===== src/rtl/ram_dump_tx_pkg.sv =====
// Shared types for the RAM dump transmitter.
//   dump_state_t   : dump sequencer states
//   BYTES_PER_WORD : bytes sent per 32-bit RAM word
//   ADDR_STRIDE    : byte-address step between consecutive words
package stars_dump_pkg;
  typedef enum logic [2:0] {IDLE, ADDR, WAIT, SEND, CSUM, DONE} dump_state_t;
  localparam int BYTES_PER_WORD = 4;
  localparam int ADDR_STRIDE    = 4;
endpackage


===== src/rtl/ram_dump_tx_byte_sel.sv =====
// tx_byte_sel: registered 32->8 byte serializer for a valid/ready byte link.
// A load captures a 32-bit value and the index of its last byte. Bytes are
// then presented LSB first on txdata with txclk high. A byte advances only
// when txclk&&ready. A load overrides whatever is in flight.
//   clk, nrst    : clock, synchronous active-low reset
//   load         : capture data/last_idx_in and start presenting byte 0
//   data         : value to serialize
//   last_idx_in  : index of final byte (3 = full word, 0 = single byte)
//   ready        : sink accepts the presented byte this cycle
//   txdata/txclk : registered byte and valid
//   fire         : byte accepted this cycle
//   last         : final byte accepted this cycle
module tx_byte_sel (
  input  logic        clk,
  input  logic        nrst,
  input  logic        load,
  input  logic [31:0] data,
  input  logic [1:0]  last_idx_in,
  input  logic        ready,
  output logic [7:0]  txdata,
  output logic        txclk,
  output logic        fire,
  output logic        last
);
  logic [31:0] word;
  logic [1:0]  idx, last_idx, idx_inc;

  assign fire    = txclk & ready;
  assign last    = fire & (idx == last_idx);
  assign idx_inc = idx + 2'd1;

  always_ff @(posedge clk) begin
    if (!nrst) begin
      word     <= '0;
      idx      <= '0;
      last_idx <= '0;
      txdata   <= '0;
      txclk    <= 1'b0;
    end else if (load) begin
      word     <= data;
      idx      <= '0;
      last_idx <= last_idx_in;
      txdata   <= data[7:0];
      txclk    <= 1'b1;
    end else if (last) begin
      txdata   <= '0;
      txclk    <= 1'b0;
    end else if (fire) begin
      // txclk stays high so the next byte can go out back-to-back
      idx      <= idx_inc;
      txdata   <= word[{idx_inc, 3'b000} +: 8];
    end
  end
endmodule


===== src/rtl/ram_dump_tx.sv =====
// ram_dump_tx: on start, takes the RAM data port from the CPU and streams a
// block of 32-bit words out over the UART byte handshake, LSB first, with an
// optional XOR-8 checksum byte appended.
//   clk, nrst            : clock, synchronous active-low reset
//   start                : dump request, honoured only when idle
//   base_addr            : byte address of first word (low two bits dropped)
//   word_count           : words to send; 0 just pulses done
//   mem_en, mem_addr     : RAM data-port ownership and read address
//   mem_rdata            : RAM read data, READ_LAT cycles after mem_addr
//   cpu_enable           : low while this block owns the RAM port
//   txdata, txclk        : byte stream to UART (held until txready)
//   txready              : UART accepts the byte when txclk&&txready
//   busy                 : dump in progress
//   done                 : one-cycle completion pulse
module ram_dump_tx
  import stars_dump_pkg::*;
#(
  parameter int ADDR_W    = 12,
  parameter int CNT_W     = 10,
  parameter int READ_LAT  = 1,
  parameter int SEND_CSUM = 1
) (
  input  logic              clk,
  input  logic              nrst,
  input  logic              start,
  input  logic [ADDR_W-1:0] base_addr,
  input  logic [CNT_W-1:0]  word_count,
  output logic              mem_en,
  output logic [31:0]       mem_addr,
  input  logic [31:0]       mem_rdata,
  output logic              cpu_enable,
  output logic [7:0]        txdata,
  output logic              txclk,
  input  logic              txready,
  output logic              busy,
  output logic              done
);
  localparam int LAT_W = $clog2(READ_LAT + 1);

  dump_state_t       state, state_nxt;
  logic [ADDR_W-1:0] addr, addr_nxt;
  logic [CNT_W-1:0]  remaining, remaining_nxt;
  logic [LAT_W-1:0]  wait_cnt, wait_cnt_nxt;
  logic [7:0]        csum, csum_nxt;
  logic              ld;
  logic [31:0]       ld_data;
  logic [1:0]        ld_last;
  logic              fire, last;
  logic              done_zero, done_nxt, owns_nxt;
  logic              unused_addr_lsb;

  assign unused_addr_lsb = ^base_addr[1:0];

  tx_byte_sel u_sel (
    .clk         (clk),
    .nrst        (nrst),
    .load        (ld),
    .data        (ld_data),
    .last_idx_in (ld_last),
    .ready       (txready),
    .txdata      (txdata),
    .txclk       (txclk),
    .fire        (fire),
    .last        (last)
  );

  always_comb begin
    state_nxt     = state;
    addr_nxt      = addr;
    remaining_nxt = remaining;
    wait_cnt_nxt  = wait_cnt;
    csum_nxt      = csum;
    ld            = 1'b0;
    ld_data       = mem_rdata;
    ld_last       = 2'(BYTES_PER_WORD - 1);
    done_zero     = 1'b0;
    case (state)
      IDLE: if (start) begin
        if (word_count != '0) begin
          addr_nxt      = {base_addr[ADDR_W-1:2], 2'b00};
          remaining_nxt = word_count;
          csum_nxt      = '0;
          state_nxt     = ADDR;
        end else begin
          done_zero = 1'b1;
        end
      end
      ADDR: begin
        wait_cnt_nxt = LAT_W'(READ_LAT);
        state_nxt    = WAIT;
      end
      // WAIT lasts READ_LAT cycles; rdata is valid in the last of them
      WAIT: begin
        if (wait_cnt == LAT_W'(1)) begin
          ld        = 1'b1;
          state_nxt = SEND;
        end else begin
          wait_cnt_nxt = wait_cnt - LAT_W'(1);
        end
      end
      SEND: begin
        if (fire) csum_nxt = csum ^ txdata;
        if (last) begin
          remaining_nxt = remaining - CNT_W'(1);
          addr_nxt      = addr + ADDR_W'(ADDR_STRIDE);
          if (remaining != CNT_W'(1)) begin
            state_nxt = ADDR;
          end else if (SEND_CSUM != 0) begin
            // checksum must include the byte accepted this cycle
            ld        = 1'b1;
            ld_data   = {24'h0, csum_nxt};
            ld_last   = 2'd0;
            state_nxt = CSUM;
          end else begin
            state_nxt = DONE;
          end
        end
      end
      CSUM: if (fire) state_nxt = DONE;
      DONE: state_nxt = IDLE;
      default: state_nxt = IDLE;
    endcase
    done_nxt = done_zero | (state_nxt == DONE);
    owns_nxt = (state_nxt == ADDR) | (state_nxt == WAIT) |
               (state_nxt == SEND) | (state_nxt == CSUM);
  end

  always_ff @(posedge clk) begin
    if (!nrst) begin
      state      <= IDLE;
      addr       <= '0;
      remaining  <= '0;
      wait_cnt   <= '0;
      csum       <= '0;
      mem_en     <= 1'b0;
      mem_addr   <= '0;
      cpu_enable <= 1'b1;
      busy       <= 1'b0;
      done       <= 1'b0;
    end else begin
      state      <= state_nxt;
      addr       <= addr_nxt;
      remaining  <= remaining_nxt;
      wait_cnt   <= wait_cnt_nxt;
      csum       <= csum_nxt;
      mem_en     <= owns_nxt;
      cpu_enable <= ~owns_nxt;
      busy       <= (state_nxt != IDLE);
      done       <= done_nxt;
      // address only moves on entering ADDR so it is stable through WAIT/SEND
      if (state_nxt == ADDR) mem_addr <= 32'(addr_nxt);
      else if (!owns_nxt)    mem_addr <= '0;
    end
  end
endmodule


===== config.mk =====
export PLATFORM = sky130hd
export DESIGN_NAME = ram_dump_tx
export DESIGN_NICKNAME = d
export VERILOG_FILES = /design/src/rtl/ram_dump_tx_pkg.sv /design/src/rtl/ram_dump_tx_byte_sel.sv /design/src/rtl/ram_dump_tx.sv
export SDC_FILE = /design/constraint.sdc
export NUM_CORES = 1
export LEC_CHECK = 0
export BUFFER_PORTS_ARGS = -buffer_cell sky130_fd_sc_hd__buf_4
export CORE_UTILIZATION = 50
export CTS_CLUSTER_DIAMETER = 60
export DETAILED_ROUTE_END_ITERATION = 8
export GPL_ROUTABILITY_DRIVEN = 0
export PLACE_DENSITY_LB_ADDON = 0.05
export SLEW_MARGIN = 20
export SYNTH_ARGS = -nofsm -noshare
export SYNTH_HDL_FRONTEND = slang
export SYNTH_SLANG_ARGS = --single-unit

===== constraint.sdc =====
create_clock -name clk -period 4.4 [get_ports clk]
set_input_delay 0.44 -clock clk [delete_from_list [all_inputs] [get_ports clk]]
set_output_delay 0.44 -clock clk [all_outputs]
set_load 0.1 [all_outputs]

==> results.md, run 1 <==
- Outcome: finished, violations left
- Failing checks: DRC
- GRT Util Overall: 23.9%
- Avg WL per Cell: 16.7 microns
- Final setup TNS: 0 ns
- Io pins: 103
- Routed vias: 4070
- Flop pwr share: 48.2%
- Min Tclk post-route: 2.98 ns
- Routed Antenna Nets: 0
- Final setup viols: 0
- Comb power frac: 21.6%
- Most frequent cells in the layout: dfxtp_1, buf_4, a22o_1
- DPL Wire Length: 7930 microns
- Setup CP Type: register to register
- # nets final: 625
- Synth area leaders: dfxtp_1, a22o_1, a21oi_1
- Yosys cell types: 63
- Initial core utilization: 52.4%
- Top cell type's share of synthesized area: 40.8%
- Syn Inst Count: 506
- Core Rows: 34
- Layout cells sized above 1: 21.8%
- Sequential area share after synthesis: 40.8%
- Ant. Diodes: 0
- Layout area overhead: 16.3%
- Crit. End Element: register
- Initial antenna violation count: 0
- Dominant synthesized flop cell: dfxtp_1
- Lkg Pwr: 2.20 nW
- Max cap viols: 0
- Die W: 98.0 microns
- Commonest non-fill, non-tap cell in the layout: dfxtp_1
- PortBufs: 80
- Resized cells post-CTS: 0
- Final core occ: 60.9%
- Clk buf depth: 2
- Grt total ovfl: 0
- P per Cell Area: 359 nW/um^2
- Final hold vios: 0
- WL final: 11300 microns
- Fmax: 0.336 GHz
- Placement Cell Area: 5170 sq um
- Post-CTS setup buffers: 0
- Synthesis-stage register bit count: 94
- Hold crit path type: primary input to register
- CP max FO: 36
- Slew at the pin closest to its max-slew limit: 0.770 ns
- Final setup skew: 0.0140 ns
- Critical path launch point type: register
- Unrepaired setup endpoints after global routing: false
- Largest net degree at the start of global routing: 47
- Final instance area: 5360 sq um
- Cells after DPL: 661
- Clock Tree Root: clkbuf_8
- Synth area leader: dfxtp_1
- Core area: 8810 sq um
- Layout Cells excl Fill: 677
- Total CTS buffers: 9
- First drt pass iteration count: 7
- Maximum vdd drop: 0.250 mV
- Number of flops mapped to enable cells by yosys: 0
- Reg clk slew, reported paths: 0.10 ns
- # DRC: 5
- Avg Synthesized Cell Area: 9.11 sq um
- Hold_buf cts: 0
- Period utilization: 67.7%
- Chip height: 98.0 microns
- DIE AREA: 9610 sq um
- Clock Latency Late Sink: 0.37 ns
- Clock network fraction of total power: 30.1%
- CTS tree: done
- CTS H-Tree Depth: 3
- Vias in the first global route: 3696
- Sw frac: 33.8%
- Yosys warns: 0
- Psw: 0.651 mW
- Int Pwr: 1.27 mW
- DRC marker count from the first detailed-route iteration: 264
- Final WS setup: 1.42 ns
- Fin. max-slew vios: 0
- Placement Setup Slack: 1.45 ns
- Asr flop ratio synth: 0%
- Data required, critical path: 4.69 ns
- Global-route wire length before repair: 18400 microns
- Cell area after synthesis: 4610 sq um
- Relative slew slack: 47.4%
- Worst endpoint data arrival time: 3.27 ns
- Vias per cell: 6.01
- TritonCTS sink count: 94
[stage by stage]
step | hold WS (ns) | total power, mW
after floorplan | 0.437 | 1.27
after global placement | 0.454 | 1.36
after detailed placement | 0.451 | 1.36
after CTS | 0.277 | 1.94
after global routing | 0.272 | 2.00
final | 0.286 | 1.93
[flip-flops by register name (all words and copies together) (netlist names)]
register	count
u_sel.word	32
addr	12
mem_addr	12
remaining	10
csum	8
u_sel.txdata	8
state	3
u_sel.idx	2
busy	1
cpu_enable	1
done	1
mem_en	1
u_sel.last_idx	1
u_sel.txclk	1
wait_cnt	1
[routing by layer]
| layer | wire length, microns | share of wire (%) | GRT usage (%) |
|---|---|---|---|
| met1 | 5500 | 49 | 34.6 |
| met2 | 5040 | 45 | 36.5 |
| met3 | 645 | 5.7 | 3.44 |
| met4 | 109 | 0.97 | 7.69 |
| met5 | 0 | 0 | 0 |
[synth_stat cells, drive strengths merged (12+ instances only)]
| cell type | n |
|---|---|
| clkbuf | 30 |
| nor2 | 35 |
| a21oi | 40 |
| buf | 27 |
| dfxtp | 94 |
| nand3 | 21 |
| inv | 14 |
| or3 | 12 |
| o31ai | 14 |
| o21ai | 21 |
| a22o | 43 |
| nand2 | 29 |
[power by group through the flow]
stage,combinational (mW),sequential (mW),clock [mW]
after CTS,0.417,0.928,0.592
final,0.417,0.929,0.580
after detailed placement,0.416,0.947,0
after global placement,0.414,0.946,0
after floorplan,0.251,1.02,0
after global routing,0.444,0.935,0.625
[path summary, 6_finish.rpt]
check	cells after the start	from	slack, ns	endpoint
setup / recovery	5	u_sel.idx[1]	1.42	u_sel.txdata[0]
hold / removal	2	mem_rdata[13]	0.29	u_sel.word[13]
setup reg to reg	5	u_sel.idx[1]	1.42	u_sel.txdata[0]
hold reg to reg	1	mem_addr[3]	0.47	mem_addr[3]
[critical path, cell delays in order (launching register included)]
cell     delay [ns]
dfxtp_1        0.66
or3_1          0.44
a211o_1        0.54
o221a_2        0.78
nand4_1        0.26
o22ai_1        0.23
[cells by family after synthesis]
kind of cell	count (synthesis)	share of synthesized area [%]
fa+ha+maj	3	0.814
other cells	1	0.0813
xor+xnor	11	2.09
simple gates	143	16.2
mux	15	5.45
buf+inv	71	7.68
compound gates	168	26.9
flops	94	40.8
[cell type report]
class	count	area (sq um)
clock buffer	10	128
clock inverter	6	68.8
fill	796	3440
inverter	14	52.6
multi-input combinational	360	2460
sequential	94	1880
tap	108	135
timing repair buffer	85	638
(Power assumes the default switching activity.)
==> run 2, diff against run 1 <==
Clock period 4.4 ns to 2.9 ns, I/O delays scaled along.
==> results.md, run 2 (synthesis results as in run 1) <==
- CP peak stage delay: 0.55 ns (-0.23 ns)
- WL final: 11600 microns (+2.4%)
- Io pins: 103 (unchanged)
- CP max-delay cell: or3_1
- Vias in the first global route: 3702 (+0.16%)
- Slew at the pin closest to its max-slew limit: 0.710 ns (-0.0597 ns)
- P per Cell Area: 539 nW/um^2 (+50%)
- Most flops, register: u_sel.word
- Outcome: finished, violations left
- Min Tclk post-route: 2.45 ns (-0.534 ns)
- CTS H-Tree Depth: 3 (unchanged)
- Largest net degree at the start of global routing: 40 (-15%)
- Unrepaired setup endpoints after global routing: false
- FF-to-FF Start: state[1]
- PortBufs: 80 (unchanged)
- Resized cells post-CTS: 0 (unchanged)
- Layout area overhead: 18.0%
- Cells after DPL: 671 (+1.5%)
- GRT Util Overall: 24.5% (+0.59 points)
- Final setup TNS: 0 ns (unchanged)
- TritonCTS sink count: 94 (unchanged)
- Most frequent cells in the layout: buf_4, dfxtp_1, a22o_1
- Clk buf depth: 2 (unchanged)
- Commonest non-fill, non-tap cell in the layout: buf_4
- Critical path launch point type: register
- Failing checks: DRC
- Reg clk slew, reported paths: 0.11 ns (about the same)
- Period utilization: 84.3% (+17 points)
- Clock Latency Late Sink: 0.37 ns (about the same)
- # DRC: 5 (unchanged)
- Crit. Startpoint: state[1]
- Data required, critical path: 3.22 ns (-1.47 ns)
- Avg WL per Cell: 16.8 microns (+0.94%)
- Top flop regs: u_sel.word: 32 flops, addr: 12 flops, mem_addr: 12 flops
- # nets final: 635 (+1.6%)
- Max cap viols: 0 (unchanged)
- Post-CTS setup buffers: 0 (unchanged)
- DPL Wire Length: 8250 microns (+4.1%)
- CTS tree: done
- Crit. End Element: register
- DIE AREA: 9610 sq um (unchanged)
- Routed vias: 4115 (+1.1%)
- Die W: 98.0 microns (unchanged)
- DRC marker count from the first detailed-route iteration: 396 (+50%)
- Fillers: 774 (-2.8%)
- Final setup viols: 0 (unchanged)
- Final hold vios: 0 (unchanged)
- Hold Crit Start: mem_rdata[18]
- Final setup skew: 0.0162 ns (+0.00228 ns)
- Initial core utilization: 52.4% (unchanged)
- Layout cells sized above 1: 23.3% (+1.5 points)
- Maximum vdd drop: 0.342 mV (+37%)
- First drt pass iteration count: 7 (unchanged)
- Chip height: 98.0 microns (unchanged)
- Hold_buf cts: 0 (unchanged)
- Ant. Diodes: 0 (unchanged)
- Core Rows: 34 (unchanged)
- Total CTS buffers: 9 (unchanged)
- Fmax: 0.409 GHz (+22%)
- Hold crit path type: primary input to register
- Largest register FFs: 32 (unchanged)
- Relative slew slack: 52.7% (+5.3 points)
- Clock Tree Root: clkbuf_8
- Worst endpoint data arrival time: 2.76 ns (-0.51 ns)
- Global-route wire length before repair: 18900 microns (+2.9%)
- Core area: 8810 sq um (unchanged)
- Worst hold slack: 0.124 ns (-0.162 ns)
- Layout Cells excl Fill: 687 (+1.5%)
- Initial antenna violation count: 0 (unchanged)
- Vias per cell: 5.99 (-0.37%)
- CP max FO: 14 (-61%)
- Cell Chain, Critical Path: or3_1 -> a311oi_4 -> buf_4 -> a21oi_1 -> a21oi_2 -> a22o_1
- Lkg Pwr: 2.26 nW (+2.4%)
- Grt total ovfl: 0 (unchanged)
- Fin. max-slew vios: 0 (unchanged)
- Routed Antenna Nets: 0 (unchanged)
- Setup CP Type: register to register
==> run 2: cell types whose count changed in the layout (fill, tap and decap cells not counted), sizes merged <==
| cell | delta |
|---|---|
| clkbuf | -1 |
| clkinv | -1 |
| bufinv | -1 |
| buf | +10 |
| inv | +3 |
==> run 2: metal layers <==
layer	up-vias	part of all wire, %	track usage, %
met4	0	0.91	6.64
met2	144	45	36.8
met3	12	5.8	3.22
li1	2005	-	-
met1	1954	49	36.7
met5	-	0	0
==> run 2: layout make-up <==
| cell class | instances | area (sq um) | share of cell area (%) |
|---|---|---|---|
| clock buffer | 9 | 124 | 2.28 |
| timing repair buffer | 95 | 713 | 13.1 |
| tap | 108 | 135 | 2.48 |
| sequential | 94 | 1880 | 34.6 |
| inverter | 14 | 52.6 | 0.966 |
| clock inverter | 7 | 75.1 | 1.38 |
| multi-input combinational | 360 | 2460 | 45.2 |
==> run 2: worst paths after layout <==
check | endpoint | slack (ns) | cells past startpoint
setup / recovery | mem_addr[7] | 0.45 | 6
hold reg to reg | mem_addr[3] | 0.48 | 1
setup reg to reg | mem_addr[7] | 0.45 | 6
hold / removal | u_sel.word[18] | 0.12 | 2
==> run 2: where the power goes <==
part	total, mW	leakage, nW	switching, mW	internal, mW
sequential	1.40	0.763	0.0524	1.35
combinational	0.652	1.39	0.465	0.186
clock	0.881	0.0990	0.537	0.343
total	2.93	2.26	1.05	1.88
==> run 2: worst max-delay path, delay by kind of cell (launching register included) <==
family                 cells  cell delay, ns
AOI/OAI and AO/OA          4            1.17
and+or+nand+nor            1            0.55
buffers and inverters      1            0.25
DFF                        1            0.44
==> run 2: stage by stage <==
step | worst slack (ns) | area, sq um | util (%) | power (mW)
6_report | 0.454 | 5440 | 61.8 | 2.93
5_1_grt | 0.313 | 5440 | 61.8 | 3.05
4_1_cts | 0.473 | 5440 | 61.8 | 2.94
3_5_place_dp | 0.476 | 5240 | 59.5 | 2.08
3_3_place_gp | 0.430 | 5240 | 59.5 | 2.07
2_1_floorplan | 0.261 | 4680 | - | 1.93
==> run 3, diff against run 2 <==
Settings changed: CORE_UTILIZATION 50 to 49.
Clock period 2.9 ns to 2.1 ns, I/O delays scaled along.
==> results.md, run 3 (synthesis results as in run 1) <==
- First drt pass iteration count: 4 (-3)
- Critical path launch point type: register
- Avg WL per Cell: 16.9 microns (+0.62%)
- Int Pwr: 2.76 mW (+47%)
- Met2 WL: 5590 microns (+8.5%)
- Largest register FFs: 32 (unchanged)
- Psw: 1.46 mW (+39%)
- Ant. Diodes: 0 (unchanged)
- Final hold vios: 0 (unchanged)
- Final setup viols: 0 (unchanged)
- Total CTS buffers: 9 (unchanged)
- Grt total ovfl: 0 (unchanged)
- Final instance area: 5820 sq um (+6.9%)
- Routed Antenna Nets: 0 (unchanged)
- Initial core utilization: 50.1% (-2.2 points)
- # nets final: 667 (+5.0%)
- Final setup TNS: 0 ns (unchanged)
- Lkg Pwr: 2.44 nW (+8.1%)
- Slew at the pin closest to its max-slew limit: 0.606 ns (-0.104 ns)
- # DRC: 0 (-5)
- WL met1: 5820 microns (+3.4%)
- Core area: 9200 sq um (+4.4%)
- Unrepaired setup endpoints after global routing: true
- Period utilization: 97.4% (+13 points)
- Commonest non-fill, non-tap cell in the layout: buf_4
- Placement Cell Area: 5530 sq um (+5.4%)
- Maximum vdd drop: 0.452 mV (+32%)
- Outcome: completed
- CTS H-Tree Depth: 3 (unchanged)
- Final WS setup: 0.0548 ns (-0.399 ns)
- Worst endpoint data arrival time: 2.31 ns (-0.45 ns)
- Crit. End Element: register
- Vias in the first global route: 4097 (+11%)
- CP peak stage delay: 0.47 ns (-0.08 ns)
- Global-route wire length before repair: 19900 microns (+5.2%)
- PortBufs: 80 (unchanged)
- Clock Latency Late Sink: 0.38 ns (about the same)
- Data required, critical path: 2.36 ns (-0.86 ns)
- Most flops, register: u_sel.word
- Initial antenna violation count: 0 (unchanged)
- DPL Wire Length: 8880 microns (+7.6%)
- Fin. max-slew vios: 0 (unchanged)
- Clock Tree Root: clkbuf_8
- Die W: 99.0 microns (+0.99%)
- Max cap viols: 0 (unchanged)
- Clock network fraction of total power: 30.8% (+0.8 points)
- Largest net degree at the start of global routing: 26 (-35%)
- Cell Chain, Critical Path: or3_4 -> a2111oi_1 -> buf_4 -> mux2i_1 -> a222oi_1 -> o31ai_1
- Layout area overhead: 26.1%
- Most frequent cells in the layout: buf_4, dfxtp_1, a22o_1
- Min Tclk post-route: 2.05 ns (-0.401 ns)
- Core Rows: 35 (+2.9%)
- Comb power frac: 23.6% (+1.4 points)
- Clk buf depth: 2 (unchanged)
- Placement Setup Slack: -0.170 ns (-0.645 ns)
- Top flop regs: u_sel.word: 32 flops, addr: 12 flops, mem_addr: 12 flops
- Final setup skew: 0.0189 ns (+0.00265 ns)
- Total power draw: 4.22 mW (+44%)
- Chip height: 99.0 microns (+0.99%)
- Metal3 WL: 649 microns (-3.9%)
- DIE AREA: 9800 sq um (+2.0%)
- WL final: 12200 microns (+5.7%)
- Fmax: 0.489 GHz (+20%)
- CP max-delay cell: or3_4
- Layout Cells excl Fill: 722 (+5.1%)
- P per Cell Area: 726 nW/um^2 (+35%)
- CTS tree: done
- Routed vias: 4252 (+3.3%)
- CP max FO: 10 (-4)
- Hold crit path type: primary input to register
- Cells after DPL: 706 (+5.2%)
- Final core occ: 63.2% (+1.5 points)
- Vias per cell: 5.89 (-1.7%)
- Relative slew slack: 59.5% (+6.8 points)
- Io pins: 103 (unchanged)
- Worst hold slack: 0.0453 ns (-0.0789 ns)
- DR top layer: met4
- Flop pwr share: 45.6% (-2.2 points)
- Reg clk slew, reported paths: 0.10 ns (about the same)
- DRC marker count from the first detailed-route iteration: 222 (-44%)
- Layout cells sized above 1: 28.5% (+5.2 points)
- Setup CP Type: register to register
- Sw frac: 34.6% (-1.3 points)
- TritonCTS sink count: 94 (unchanged)
- GRT Util Overall: 25.8% (+1.4 points)
==> run 3: cell types whose count changed in the layout (fill, tap and decap cells not counted), moves of 2 or more <==
cell | before | now
a2111oi_2 | 2 | 0
buf_12 | 0 | 3
a2111oi_4 | 0 | 2
buf_4 | 95 | 121
buf_6 | 0 | 3
==> run 3: power groups by stage <==
| stage | Combinational, mW | Clock (mW) | Sequential, mW |
|---|---|---|---|
| after global placement | 0.965 | 0 | 1.96 |
| final | 0.994 | 1.30 | 1.93 |
| after global routing | 1.05 | 1.39 | 1.94 |
| after CTS | 0.987 | 1.32 | 1.93 |
| after floorplan | 0.526 | 0 | 2.14 |
| after detailed placement | 0.976 | 0 | 1.97 |
==> run 3: final timing paths <==
kind | from | endpoint | slack, ns | depth (start not counted)
worst max register to register | u_sel.idx[0] | mem_addr[8] | 0.05 | 6
worst max-delay path | u_sel.idx[0] | mem_addr[8] | 0.05 | 6
worst min-delay path | mem_rdata[19] | u_sel.word[19] | 0.05 | 2
worst min register to register | mem_addr[2] | mem_addr[2] | 0.48 | 1
==> run 3: critical path, delay by kind of cell (launching register included) <==
family	cells	cell delay (ns)
and+or+nand+nor	1	0.47
buffers and inverters	1	0.19
muxes	1	0.06
AOI/OAI and AO/OA	3	0.90
DFF	1	0.33
==> run 3: what timing repair did <==
| action | 4_1_cts | 5_1_grt |
|---|---|---|
| setup endpoints to repair | 63 | 20 |
| buffers inserted | 0 | 0 |
| gates resized for setup | 6 | 8 |
| hold buffers | 0 | 0 |
| pin swaps | 0 | 2 |
==> run 3: final cells by class <==
cell class,count,area [sq um]
multi-input cells,360,2530
clock inverters,7,86.3
inverters,14,52.6
well taps,111,139
flip-flops and latches,94,1890
fillers,808,3380
repair buffers,127,1000
clock buffers,9,124
==> run 3: metal layers <==
metal / vias up / track usage, %
met4: 0 / 9.99
met5: - / 0
met1: 2036 / 36.0
met3: 16 / 4.61
met2: 137 / 39.6
li1: 2063 / -
